`src/rtl/spram_boot_sequencer_if.sv`:
```
// Bus bundle between the boot sequencer, the SPI read FIFO, the SPRAM banks and the SoC.
interface spram_boot_sequencer_if #(
    parameter int unsigned NUM_BANKS = 2,
    parameter int unsigned ADDR_W    = 14
);
    logic                 ip_done_i;
    logic                 spi_we_i;
    logic [31:0]          spi_data_i;
    logic                 fill_o;
    logic                 fifo_rst_o;
    logic [23:0]          flash_addr_o;
    logic [NUM_BANKS-1:0] mem_sel_o;
    logic [ADDR_W-1:0]    mem_addr_o;
    logic [31:0]          mem_data_o;
    logic                 mem_we_o;
    logic                 soc_rstn_o;
    logic                 busy_o;
    logic                 load_err_o;

    // Sequencer side.
    modport master (
        input  ip_done_i, spi_we_i, spi_data_i,
        output fill_o, fifo_rst_o, flash_addr_o, mem_sel_o, mem_addr_o, mem_data_o,
               mem_we_o, soc_rstn_o, busy_o, load_err_o
    );

    // FIFO / SPRAM / SoC side.
    modport slave (
        output ip_done_i, spi_we_i, spi_data_i,
        input  fill_o, fifo_rst_o, flash_addr_o, mem_sel_o, mem_addr_o, mem_data_o,
               mem_we_o, soc_rstn_o, busy_o, load_err_o
    );
endinterface

```
`src/rtl/spram_boot_sequencer.sv`:
```
// Boot-time loader: copies one flash image per SPRAM bank through the SPI read FIFO, resets
// the FIFO between banks, then hands the banks to the SoC once the hard IP reports done.
module spram_boot_sequencer #(
    parameter int unsigned             NUM_BANKS  = 2,
    parameter int unsigned             ADDR_W     = 14,
    parameter logic [24*NUM_BANKS-1:0] FLASH_BASE = {24'h050000, 24'h030000},
    parameter logic [31:0]             END_MARKER = 32'hFFFF_FFFF,
    parameter int unsigned             GAP_CYCLES = 2
) (
    input  logic                  clk_i,
    input  logic                  rst_i,
    spram_boot_sequencer_if.master bus
);

    localparam int unsigned BankW = (NUM_BANKS > 1) ? $clog2(NUM_BANKS) : 1;
    localparam int unsigned GapW  = (GAP_CYCLES > 1) ? $clog2(GAP_CYCLES) : 1;

    typedef enum logic [2:0] {StStart, StFill, StGap, StWaitIp, StDone} state_e;

    state_e               state_q, state_d;
    logic [BankW-1:0]     bank_q, bank_d;
    logic [ADDR_W-1:0]    cnt_q, cnt_d;
    logic [GapW-1:0]      gap_q, gap_d;
    logic [23:0]          flash_addr_q, flash_addr_d;
    logic                 load_err_q, load_err_d;
    logic                 fill_q, fill_d;
    logic                 fifo_rst_q, fifo_rst_d;
    logic [NUM_BANKS-1:0] mem_sel_q, mem_sel_d;
    logic                 soc_rstn_q, soc_rstn_d;
    logic                 busy_q, busy_d;
    logic                 mem_we;
    logic                 is_marker;
    logic                 last_bank;
    logic [BankW-1:0]     next_bank;
    logic [23:0]          bank_base [NUM_BANKS];

    for (genvar g = 0; g < NUM_BANKS; g++) begin : g_base
        assign bank_base[g] = FLASH_BASE[24*g +: 24];
    end

    assign is_marker = (bus.spi_data_i == END_MARKER);
    assign last_bank = (bank_q == BankW'(NUM_BANKS - 1));
    assign next_bank = bank_q + BankW'(1);

    // Next-state logic: bank sequencing, word counting and end/overflow detection.
    always_comb begin
        state_d      = state_q;
        bank_d       = bank_q;
        cnt_d        = cnt_q;
        gap_d        = gap_q;
        flash_addr_d = flash_addr_q;
        load_err_d   = load_err_q;
        mem_we       = 1'b0;
        case (state_q)
            StStart: state_d = StFill;
            StFill: begin
                if (bus.spi_we_i) begin
                    // Marker wins over overflow: a marker at the last address is not an error.
                    if (is_marker) begin
                        state_d = StGap;
                        cnt_d   = '0;
                    end else begin
                        mem_we = 1'b1;
                        if (cnt_q == '1) begin
                            load_err_d = 1'b1;
                            state_d    = StGap;
                            cnt_d      = '0;
                        end else begin
                            cnt_d = cnt_q + ADDR_W'(1);
                        end
                    end
                    // Publish the next base on GAP entry so it is settled before the next fill.
                    if (state_d == StGap) begin
                        gap_d = '0;
                        if (!last_bank) begin
                            flash_addr_d = bank_base[next_bank];
                        end
                    end
                end
            end
            StGap: begin
                if (gap_q == GapW'(GAP_CYCLES - 1)) begin
                    if (!last_bank) begin
                        bank_d  = next_bank;
                        state_d = StFill;
                    end else begin
                        state_d = StWaitIp;
                    end
                end else begin
                    gap_d = gap_q + GapW'(1);
                end
            end
            StWaitIp: begin
                if (bus.ip_done_i) begin
                    state_d = StDone;
                end
            end
            StDone: state_d = StDone;
            default: state_d = StStart;
        endcase
    end

    // Registered outputs decoded from the upcoming state so they change with the state.
    always_comb begin
        fill_d     = (state_d == StFill);
        fifo_rst_d = (state_d != StFill);
        soc_rstn_d = (state_d == StDone);
        busy_d     = (state_d != StDone);
        mem_sel_d  = '0;
        if (state_d == StFill) begin
            for (int unsigned i = 0; i < NUM_BANKS; i++) begin
                mem_sel_d[i] = (bank_d == BankW'(i));
            end
        end
    end

    // State and output registers with asynchronous reset.
    always_ff @(posedge clk_i or posedge rst_i) begin
        if (rst_i) begin
            state_q      <= StStart;
            bank_q       <= '0;
            cnt_q        <= '0;
            gap_q        <= '0;
            flash_addr_q <= FLASH_BASE[23:0];
            load_err_q   <= 1'b0;
            fill_q       <= 1'b0;
            fifo_rst_q   <= 1'b1;
            mem_sel_q    <= '0;
            soc_rstn_q   <= 1'b0;
            busy_q       <= 1'b1;
        end else begin
            state_q      <= state_d;
            bank_q       <= bank_d;
            cnt_q        <= cnt_d;
            gap_q        <= gap_d;
            flash_addr_q <= flash_addr_d;
            load_err_q   <= load_err_d;
            fill_q       <= fill_d;
            fifo_rst_q   <= fifo_rst_d;
            mem_sel_q    <= mem_sel_d;
            soc_rstn_q   <= soc_rstn_d;
            busy_q       <= busy_d;
        end
    end

    assign bus.fill_o       = fill_q;
    assign bus.fifo_rst_o   = fifo_rst_q;
    assign bus.flash_addr_o = flash_addr_q;
    assign bus.mem_sel_o    = mem_sel_q;
    assign bus.mem_addr_o   = cnt_q;
    assign bus.mem_data_o   = bus.spi_data_i;
    assign bus.mem_we_o     = mem_we;
    assign bus.soc_rstn_o   = soc_rstn_q;
    assign bus.busy_o       = busy_q;
    assign bus.load_err_o   = load_err_q;

endmodule

```
`src/flat_wrapper.sv`:
```
// flat-port wrapper written by rule: the top's interface ports become plain ports
module spram_boot_sequencer_flat 
#(
    parameter int unsigned             NUM_BANKS  = 2,
    parameter int unsigned             ADDR_W     = 14,
    parameter logic [24*NUM_BANKS-1:0] FLASH_BASE = {24'h050000, 24'h030000},
    parameter logic [31:0]             END_MARKER = 32'hFFFF_FFFF,
    parameter int unsigned             GAP_CYCLES = 2
)
  (clk_i, rst_i, bus_ip_done_i, bus_spi_we_i, bus_spi_data_i, bus_fill_o, bus_fifo_rst_o, bus_flash_addr_o, bus_mem_sel_o, bus_mem_addr_o, bus_mem_data_o, bus_mem_we_o, bus_soc_rstn_o, bus_busy_o, bus_load_err_o);
  spram_boot_sequencer_if #(.NUM_BANKS(NUM_BANKS), .ADDR_W(ADDR_W)) bus_i ();
  input  logic clk_i;
  input  logic rst_i;
  input wire logic [$bits(bus_i.ip_done_i)-1:0] bus_ip_done_i;
  input wire logic [$bits(bus_i.spi_we_i)-1:0] bus_spi_we_i;
  input wire logic [$bits(bus_i.spi_data_i)-1:0] bus_spi_data_i;
  output wire logic [$bits(bus_i.fill_o)-1:0] bus_fill_o;
  output wire logic [$bits(bus_i.fifo_rst_o)-1:0] bus_fifo_rst_o;
  output wire logic [$bits(bus_i.flash_addr_o)-1:0] bus_flash_addr_o;
  output wire logic [$bits(bus_i.mem_sel_o)-1:0] bus_mem_sel_o;
  output wire logic [$bits(bus_i.mem_addr_o)-1:0] bus_mem_addr_o;
  output wire logic [$bits(bus_i.mem_data_o)-1:0] bus_mem_data_o;
  output wire logic [$bits(bus_i.mem_we_o)-1:0] bus_mem_we_o;
  output wire logic [$bits(bus_i.soc_rstn_o)-1:0] bus_soc_rstn_o;
  output wire logic [$bits(bus_i.busy_o)-1:0] bus_busy_o;
  output wire logic [$bits(bus_i.load_err_o)-1:0] bus_load_err_o;
  assign bus_i.ip_done_i = bus_ip_done_i;
  assign bus_i.spi_we_i = bus_spi_we_i;
  assign bus_i.spi_data_i = bus_spi_data_i;
  assign bus_fill_o = bus_i.fill_o;
  assign bus_fifo_rst_o = bus_i.fifo_rst_o;
  assign bus_flash_addr_o = bus_i.flash_addr_o;
  assign bus_mem_sel_o = bus_i.mem_sel_o;
  assign bus_mem_addr_o = bus_i.mem_addr_o;
  assign bus_mem_data_o = bus_i.mem_data_o;
  assign bus_mem_we_o = bus_i.mem_we_o;
  assign bus_soc_rstn_o = bus_i.soc_rstn_o;
  assign bus_busy_o = bus_i.busy_o;
  assign bus_load_err_o = bus_i.load_err_o;
  spram_boot_sequencer #(.NUM_BANKS(NUM_BANKS), .ADDR_W(ADDR_W), .FLASH_BASE(FLASH_BASE), .END_MARKER(END_MARKER), .GAP_CYCLES(GAP_CYCLES)) u_core (.clk_i(clk_i), .rst_i(rst_i), .bus(bus_i));
endmodule
```
`config.mk`:
```
export PLATFORM = sky130hd
export DESIGN_NAME = spram_boot_sequencer_flat
export DESIGN_NICKNAME = d
export VERILOG_FILES = /design/src/rtl/spram_boot_sequencer_if.sv /design/src/rtl/spram_boot_sequencer.sv /design/src/flat_wrapper.sv
export SDC_FILE = /design/constraint.sdc
export NUM_CORES = 1
export LEC_CHECK = 0
export CAP_MARGIN = 20
export CORE_UTILIZATION = 38
export CTS_BUF_LIST = sky130_fd_sc_hd__clkbuf_8 sky130_fd_sc_hd__clkbuf_16
export CTS_CLUSTER_DIAMETER = 30
export CTS_CLUSTER_SIZE = 8
export DETAILED_ROUTE_END_ITERATION = 10
export PLACE_DENSITY_LB_ADDON = 0.3
export SLEW_MARGIN = 20
export SYNTH_ARGS = -nofsm -noshare
export SYNTH_HDL_FRONTEND = slang
export SYNTH_SLANG_ARGS = --single-unit
```
`constraint.sdc`:
```
create_clock -name clk_i -period 2.2 [get_ports clk_i]
set_input_delay 0.33 -clock clk_i [delete_from_list [all_inputs] [get_ports clk_i]]
set_output_delay 0.33 -clock clk_i [all_outputs]
set_load 0.05 [all_outputs]
```
==> run summary, run 1 <==
Status -> finished, final reports clean
Area after DPL -> 2480 um2
Synth unique cells -> 44
CP max stage cell -> clkdlybuf4s50_1
Min cycle time layout -> 2090 ps
Vias -> 1649
CTS clk-pin slew, worst paths -> 100 ps
Hold Fails Final Rpt -> 0
Starting density of the core -> 39.6%
Core Area -> 4750 um2
Family with the most delay on the worst path -> simple AND/OR/NAND/NOR gates
Antenna violations before repair -> 0
Mapped Cells -> 212
Max Cap Viol -> 0
Root buffer cell -> clkbuf_8
Yosys top cell by area -> dfrtp_1
Antenna Nets Post-Route -> 0
Final setup viols -> 0
CTS Sinks -> 28
Crit path DAT -> 1760 ps
Total grt overflow -> 0
Main synth FF type -> dfrtp_1
Slew Viols, Final -> 0
DR pass1 iterations -> 4
Die W -> 72.3 um
Post-DR wirelength/cell -> 13.0 um
Die ar. -> 5230 um2
Peak supply drop -> 0.532 mV
Filler Cell Count -> 461
Fmax -> 478 MHz
Worst-Skew Late Latency -> 280 ps
Critical path buffer and inverter count -> 3
Top post-synthesis cells by count -> buf_4 (54), dfrtp_1 (25), nand2_1 (17)
Hold_buf cts -> 0
Maximum root-to-sink buffer count -> 2
FF-to-FF Start -> u_core.bus.mem_addr_o[0]
Share of layout cells above drive strength 1 -> 20.8%
Synth Cell Area -> 1880 um2
Share of the synthesized area in the top cell type -> 33.3%
Top-count cell post-synth -> buf_4
HPWL Detailed -> 3510 um
Port bufs -> 91
Slew HR -> 64.2%
CTS tree -> yes
Worst Setup SP -> bus_spi_data_i[27]
DR vias/cell -> 4.84
Synth warn -> 0
Finished Cell Area -> 2560 um2
Crit-path max FO -> 3
Largest net degree at the start of global routing -> 20
# H-tree levels -> 1
GP Congestion -> 0.768
Max Clock Skew -> 3.91 ps
WP data required -> 1870 ps
Least-Margin Pin Slew -> 530 ps
Ranking of synthesized cells by area -> dfrtp_1 (33%), buf_4 (22%), nand4_1 (4.3%)
Ant diodes -> 0
First DRT Iteration DRCs -> 98
# IOs -> 114
CP startpoint kind -> primary input
Global Route Usage Sum -> 16.9%
Die H -> 72.3 um
Period utilisation layout -> 95.1%
Area Growth Syn to Fin -> 36.4%
First-pass GRT wire length -> 6910 um
Drt total wl -> 4440 um
Slowest Stage Delay on Critical Path -> 480 ps
Post-synth EDFFs -> 0
Tightest Hold Check Type -> in2async
CP cell instances -> clkdlybuf4s50_1 > nand4_1 > nor4_2 > nand2_2 > nand2_1 > inv_1 > buf_4
Final hold slack -> 306 ps
Syn avg cell area -> 8.87 um2
Sequential share of the synthesized area -> 37.5%
PD cells -> 741 nW/um2
CTS Buf Count -> 3
Final Net Count -> 312
Vias in the first global route -> 1470
Crit end category -> output pin
DRC -> 0
Yosys reg bits -> 28
Row Count -> 25
Leakage -> 1.16 nW
CP Class -> in2out
Synth async-reset ratio -> 100%
[power breakdown]
| part | leakage (nW) | total, mW | switching, mW | internal (mW) |
|---|---|---|---|---|
| sequential | 0.327 | 0.660 | 0.0871 | 0.573 |
| clock | 0.0357 | 0.409 | 0.165 | 0.244 |
| combinational | 0.802 | 0.832 | 0.572 | 0.261 |
| total | 1.16 | 1.90 | 0.824 | 1.08 |
[registers in the layout (all words and copies together), names as in the netlist]
name / count
u_core.bus.flash_addr_o: 2
u_core.gap_q: 1
u_core.bus.busy_o: 1
u_core.bus.soc_rstn_o: 1
u_core.bus.mem_addr_o: 14
u_core.state_q: 3
u_core.bank_q: 1
u_core.bus.mem_sel_o: 2
u_core.bus.fill_o: 1
u_core.bus.load_err_o: 1
u_core.bus.fifo_rst_o: 1
[cell families after synthesis]
family,after synthesis,share of synthesized area (%)
simple gates,67,20.1
other cells,2,0.399
fa+ha+maj,1,0.665
mux,3,1.66
flops,28,37.5
buf+inv,73,25.9
compound gates,38,13.8
[cells in the final DEF (no fill, tap or decap), drive strengths merged, types with 2 or more instances in the layout]
| master | netlist | layout |
|---|---|---|
| a31oi | 6 | 6 |
| conb | 2 | 22 |
| a21o | 3 | 3 |
| nor3b | 3 | 3 |
| nor2b | 2 | 2 |
| buf | 58 | 40 |
| o22ai | 4 | 4 |
| nor2 | 10 | 10 |
| clkdlybuf4s50 | 0 | 58 |
| a32o | 3 | 3 |
| o21ai | 6 | 6 |
| and2 | 4 | 4 |
| mux2i | 2 | 2 |
| and3 | 3 | 3 |
| inv | 13 | 13 |
| a21oi | 5 | 5 |
| dfstp | 3 | 3 |
| nor4 | 2 | 2 |
| nand4 | 13 | 13 |
| dfrtp | 25 | 25 |
| nand2 | 18 | 18 |
| clkbuf | 2 | 3 |
| o311ai | 2 | 2 |
| nor3 | 3 | 3 |
| nand3 | 8 | 8 |
[routing by layer]
metal	GRT usage, %	vias to the layer above	routed length [um]
met5	0	-	0
met4	5.23	0	52
met3	2.36	5	324
met2	29.7	77	2170
met1	21.4	769	1890
li1	-	798	-
[final cells by class]
class | count | area [um2] | area share (%)
clock inverter | 1 | 30.0 | 1.17
sequential | 28 | 704 | 27.5
multi-input combinational | 131 | 776 | 30.2
inverter | 13 | 48.8 | 1.90
tap | 67 | 83.8 | 3.27
clock buffer | 3 | 41.3 | 1.61
timing repair buffer | 98 | 881 | 34.3
[what timing repair did]
item	in CTS	in global routing
gates resized for setup	0	3
endpoints found under the setup margin	0	1
buffers inserted	0	0
[path summary, 6_finish.rpt]
check | endpoint | depth (start not counted) | slack, ps
worst max register to register | u_core.bus.flash_addr_o[18] | 6 | 350
min in group clk_i | u_core.bus.flash_addr_o[18] | 1 | 480
worst min register to register | u_core.bus.flash_addr_o[18] | 1 | 480
worst min-delay path | u_core.bus.mem_sel_o[0] | 2 | 310
worst max-delay path | bus_mem_we_o | 7 | 110
max in group asynchronous | u_core.bus.mem_addr_o[6] | 3 | 1310
[per-stage QoR]
stage | setup TNS (ps) | total power, mW | std cells | setup slack, ps | util, %
after CTS | 0 | 1.91 | 341 | 53.3 | 53.7
after global routing | -11.5 | 1.99 | 341 | -11.5 | 53.9
after floorplan | 0 | 1.28 | 232 | 134 | -
after global placement | 0 | 1.49 | 337 | 76.6 | 52.2
after detailed placement | 0 | 1.50 | 337 | 56.9 | 52.2
final | 0 | 1.90 | 341 | 108 | 53.9
(Power assumes the default switching activity.)
==> run 2: changes to the inputs <==
--- a/config.mk
+++ b/config.mk
@@ -6,6 +6,7 @@
 export NUM_CORES = 1
 export LEC_CHECK = 0
 export CAP_MARGIN = 20
+export CORE_MARGIN = 3
 export CORE_UTILIZATION = 38
 export CTS_BUF_LIST = sky130_fd_sc_hd__clkbuf_8 sky130_fd_sc_hd__clkbuf_16
 export CTS_CLUSTER_DIAMETER = 30
==> run 2 against run 1 <==
  * First-iteration DRC count is 16% higher
  * Sequential cell count stayed put
  * Highest routed layer unchanged
  * Utilization is 1.4 points higher
  * Final area is 1.5% lower
  * Setup slack better by 40 ps
  * Routed wire length is 6.1% higher
  * Sequential power hardly changed
  * Critical path type unchanged
==> run summary, run 2 (synthesized netlist as in run 1, its figures left out) <==
Starting density of the core -> 41.2% (+1.6 points)
Max reg flops -> 14 (unchanged)
Family with the most delay on the worst path -> buffers and inverters
Die W -> 76.3 um (+5.5%)
Drt total wl -> 4710 um (+6.1%)
CP startpoint kind -> primary input
Slew HR -> 65.7% (+1.4 points)
CTS Sinks -> 28 (unchanged)
First DRT Iteration DRCs -> 114 (+16%)
Grt met2 use -> 27.2% (-2.5 points)
Most used cell, CP -> nand2_1
Crit end category -> output pin
Layout Utilization -> 55.4% (+1.4 points)
Final Net Count -> 311 (-0.32%)
Final setup viols -> 0 (unchanged)
Top Usage Layer GRT -> met2
DR pass1 iterations -> 4 (unchanged)
CP cell instances -> clkdlybuf4s50_1 > nand4_1 > nor4_2 > nand2_1 > nand2_1 > inv_1 > buf_4
DR vias/cell -> 4.97 (+2.7%)
CTS clk-pin slew, worst paths -> 90 ps (about the same)
Vias -> 1679 (+1.8%)
Largest net degree at the start of global routing -> 29 (+45%)
Slew Viols, Final -> 0 (unchanged)
Least-Margin Pin Slew -> 513 ps (-16.1 ps)
Total Negative Setup Slacks -> 0 ps (unchanged)
Area Growth Syn to Fin -> 34.4%
Met3 GRT Util -> 4.85% (+2.5 points)
Ant diodes -> 0 (unchanged)
Die H -> 76.3 um (+5.5%)
M1 GR Usage -> 20.1% (-1.4 points)
Number of setup buffers added after CTS -> 0 (unchanged)
PD cells -> 718 nW/um2 (-3.1%)
Maximum root-to-sink buffer count -> 2 (unchanged)
Crit-path max FO -> 2 (-1)
# H-tree levels -> 1 (unchanged)
# IOs -> 114 (unchanged)
Global Route Usage Sum -> 16.2% (-0.72 points)
Die ar. -> 5830 um2 (+11%)
CP Class -> in2out
CP max stage cell -> clkdlybuf4s50_1
Period utilisation layout -> 93.3% (-1.8 points)
Core Area -> 4560 um2 (-4.0%)
Status -> finished, final reports clean
Critical path buffer and inverter count -> 3 (unchanged)
Fmax -> 487 MHz (+2.0%)
Antenna Nets Post-Route -> 0 (unchanged)
GP Congestion -> 0.785 (+2.2%)
First-pass GRT wire length -> 7880 um (+14%)
Min cycle time layout -> 2050 ps (-40.0 ps)
WP data required -> 1870 ps (about the same)
Vias in the first global route -> 1595 (+8.5%)
Hold Fails Final Rpt -> 0 (unchanged)
Post-DR wirelength/cell -> 13.9 um (+7.0%)
Final hold slack -> 410 ps (+104 ps)
Root buffer cell -> clkbuf_8
Most frequent cells in the layout -> clkdlybuf4s50_1 (58), buf_4 (39), dfrtp_1 (25)
CTS Buf Count -> 3 (unchanged)
Crit path DAT -> 1720 ps (-40 ps)
Commonest non-fill, non-tap cell in the layout -> clkdlybuf4s50_1
Max Cap Viol -> 0 (unchanged)
Row Count -> 24 (-4.0%)
Peak supply drop -> 0.493 mV (-7.3%)
Port bufs -> 91 (unchanged)
Worst-Skew Late Latency -> 270 ps (about the same)
Antenna violations before repair -> 0 (unchanged)
CTS tree -> yes
Slowest Stage Delay on Critical Path -> 480 ps (about the same)
DRC -> 0 (unchanged)
Tightest Hold Check Type -> in2async
Share of layout cells above drive strength 1 -> 20.1% (-0.66 points)
Max Clock Skew -> 2.11 ps (-1.80 ps)
Total grt overflow -> 0 (unchanged)
HPWL Detailed -> 3710 um (+5.6%)
RSZ-0062 raised after global routing -> false
Leakage -> 1.14 nW (-2.2%)
==> run 2: final timing paths <==
path                                             start                     endpoint  slack [ps]  cells after the start
setup / recovery                    bus_spi_data_i[15]                 bus_mem_we_o         150                      7
setup reg to reg              u_core.bus.mem_addr_o[0]     u_core.bus.mem_addr_o[5]         280                      6
min in group clk_i         u_core.bus.flash_addr_o[18]  u_core.bus.flash_addr_o[18]         480                      1
hold reg to reg            u_core.bus.flash_addr_o[18]  u_core.bus.flash_addr_o[18]         480                      1
max in group asynchronous                        rst_i  u_core.bus.flash_addr_o[17]        1480                      3
hold / removal                                   rst_i            u_core.bus.fill_o         410                      3
==> run 2: routing by layer <==
metal  routed length (um)  part of all wire [%]  vias to the layer above
met5                    0                     0                        -
met2                 2390                    51                       81
met4                   35                  0.74                        0
met1                 1850                    39                      793
li1                     -                     -                      799
met3                  439                   9.3                        6
==> run 2: metrics by stage <==
step | power (mW) | instance area (um2) | setup slack [ps] | instances
4_1_cts | 1.83 | 2530 | 19.1 | 338
6_report | 1.82 | 2530 | 148 | 338
5_1_grt | 1.91 | 2530 | 9.19 | 338
3_3_place_gp | 1.49 | 2470 | 102 | 334
3_5_place_dp | 1.51 | 2470 | 85.9 | 334
2_1_floorplan | 1.28 | 1960 | 134 | 232
==> run 2: report_power, final <==
group,switching [mW],internal [mW],total [mW]
logic,0.576,0.261,0.837
registers,0.0907,0.573,0.663
clock network,0.155,0.160,0.315
==> run 2: final cells by class <==
| cell class | count | area, um2 |
|---|---|---|
| fill | 426 | 2040 |
| sequential | 28 | 704 |
| tap | 65 | 81.3 |
| inverter | 13 | 48.8 |
| timing repair buffer | 97 | 873 |
| multi-input combinational | 131 | 764 |
| clock buffer | 4 | 55.1 |
==> run 2: what timing repair did <==
| action | CTS | global route |
|---|---|---|
| setup endpoints to repair | 0 | 1 |
| hold buffers | 0 | 0 |
| gates resized for setup | 0 | 1 |
==> run 2: worst register-to-register path, delay by kind of cell, from the launching register on <==
| family | cells | cell delay, ps |
|---|---|---|
| and+or+nand+nor | 4 | 920 |
| AOI/OAI and AO/OA | 1 | 240 |
| DFF | 1 | 440 |
| adders and majority gates | 1 | 220 |
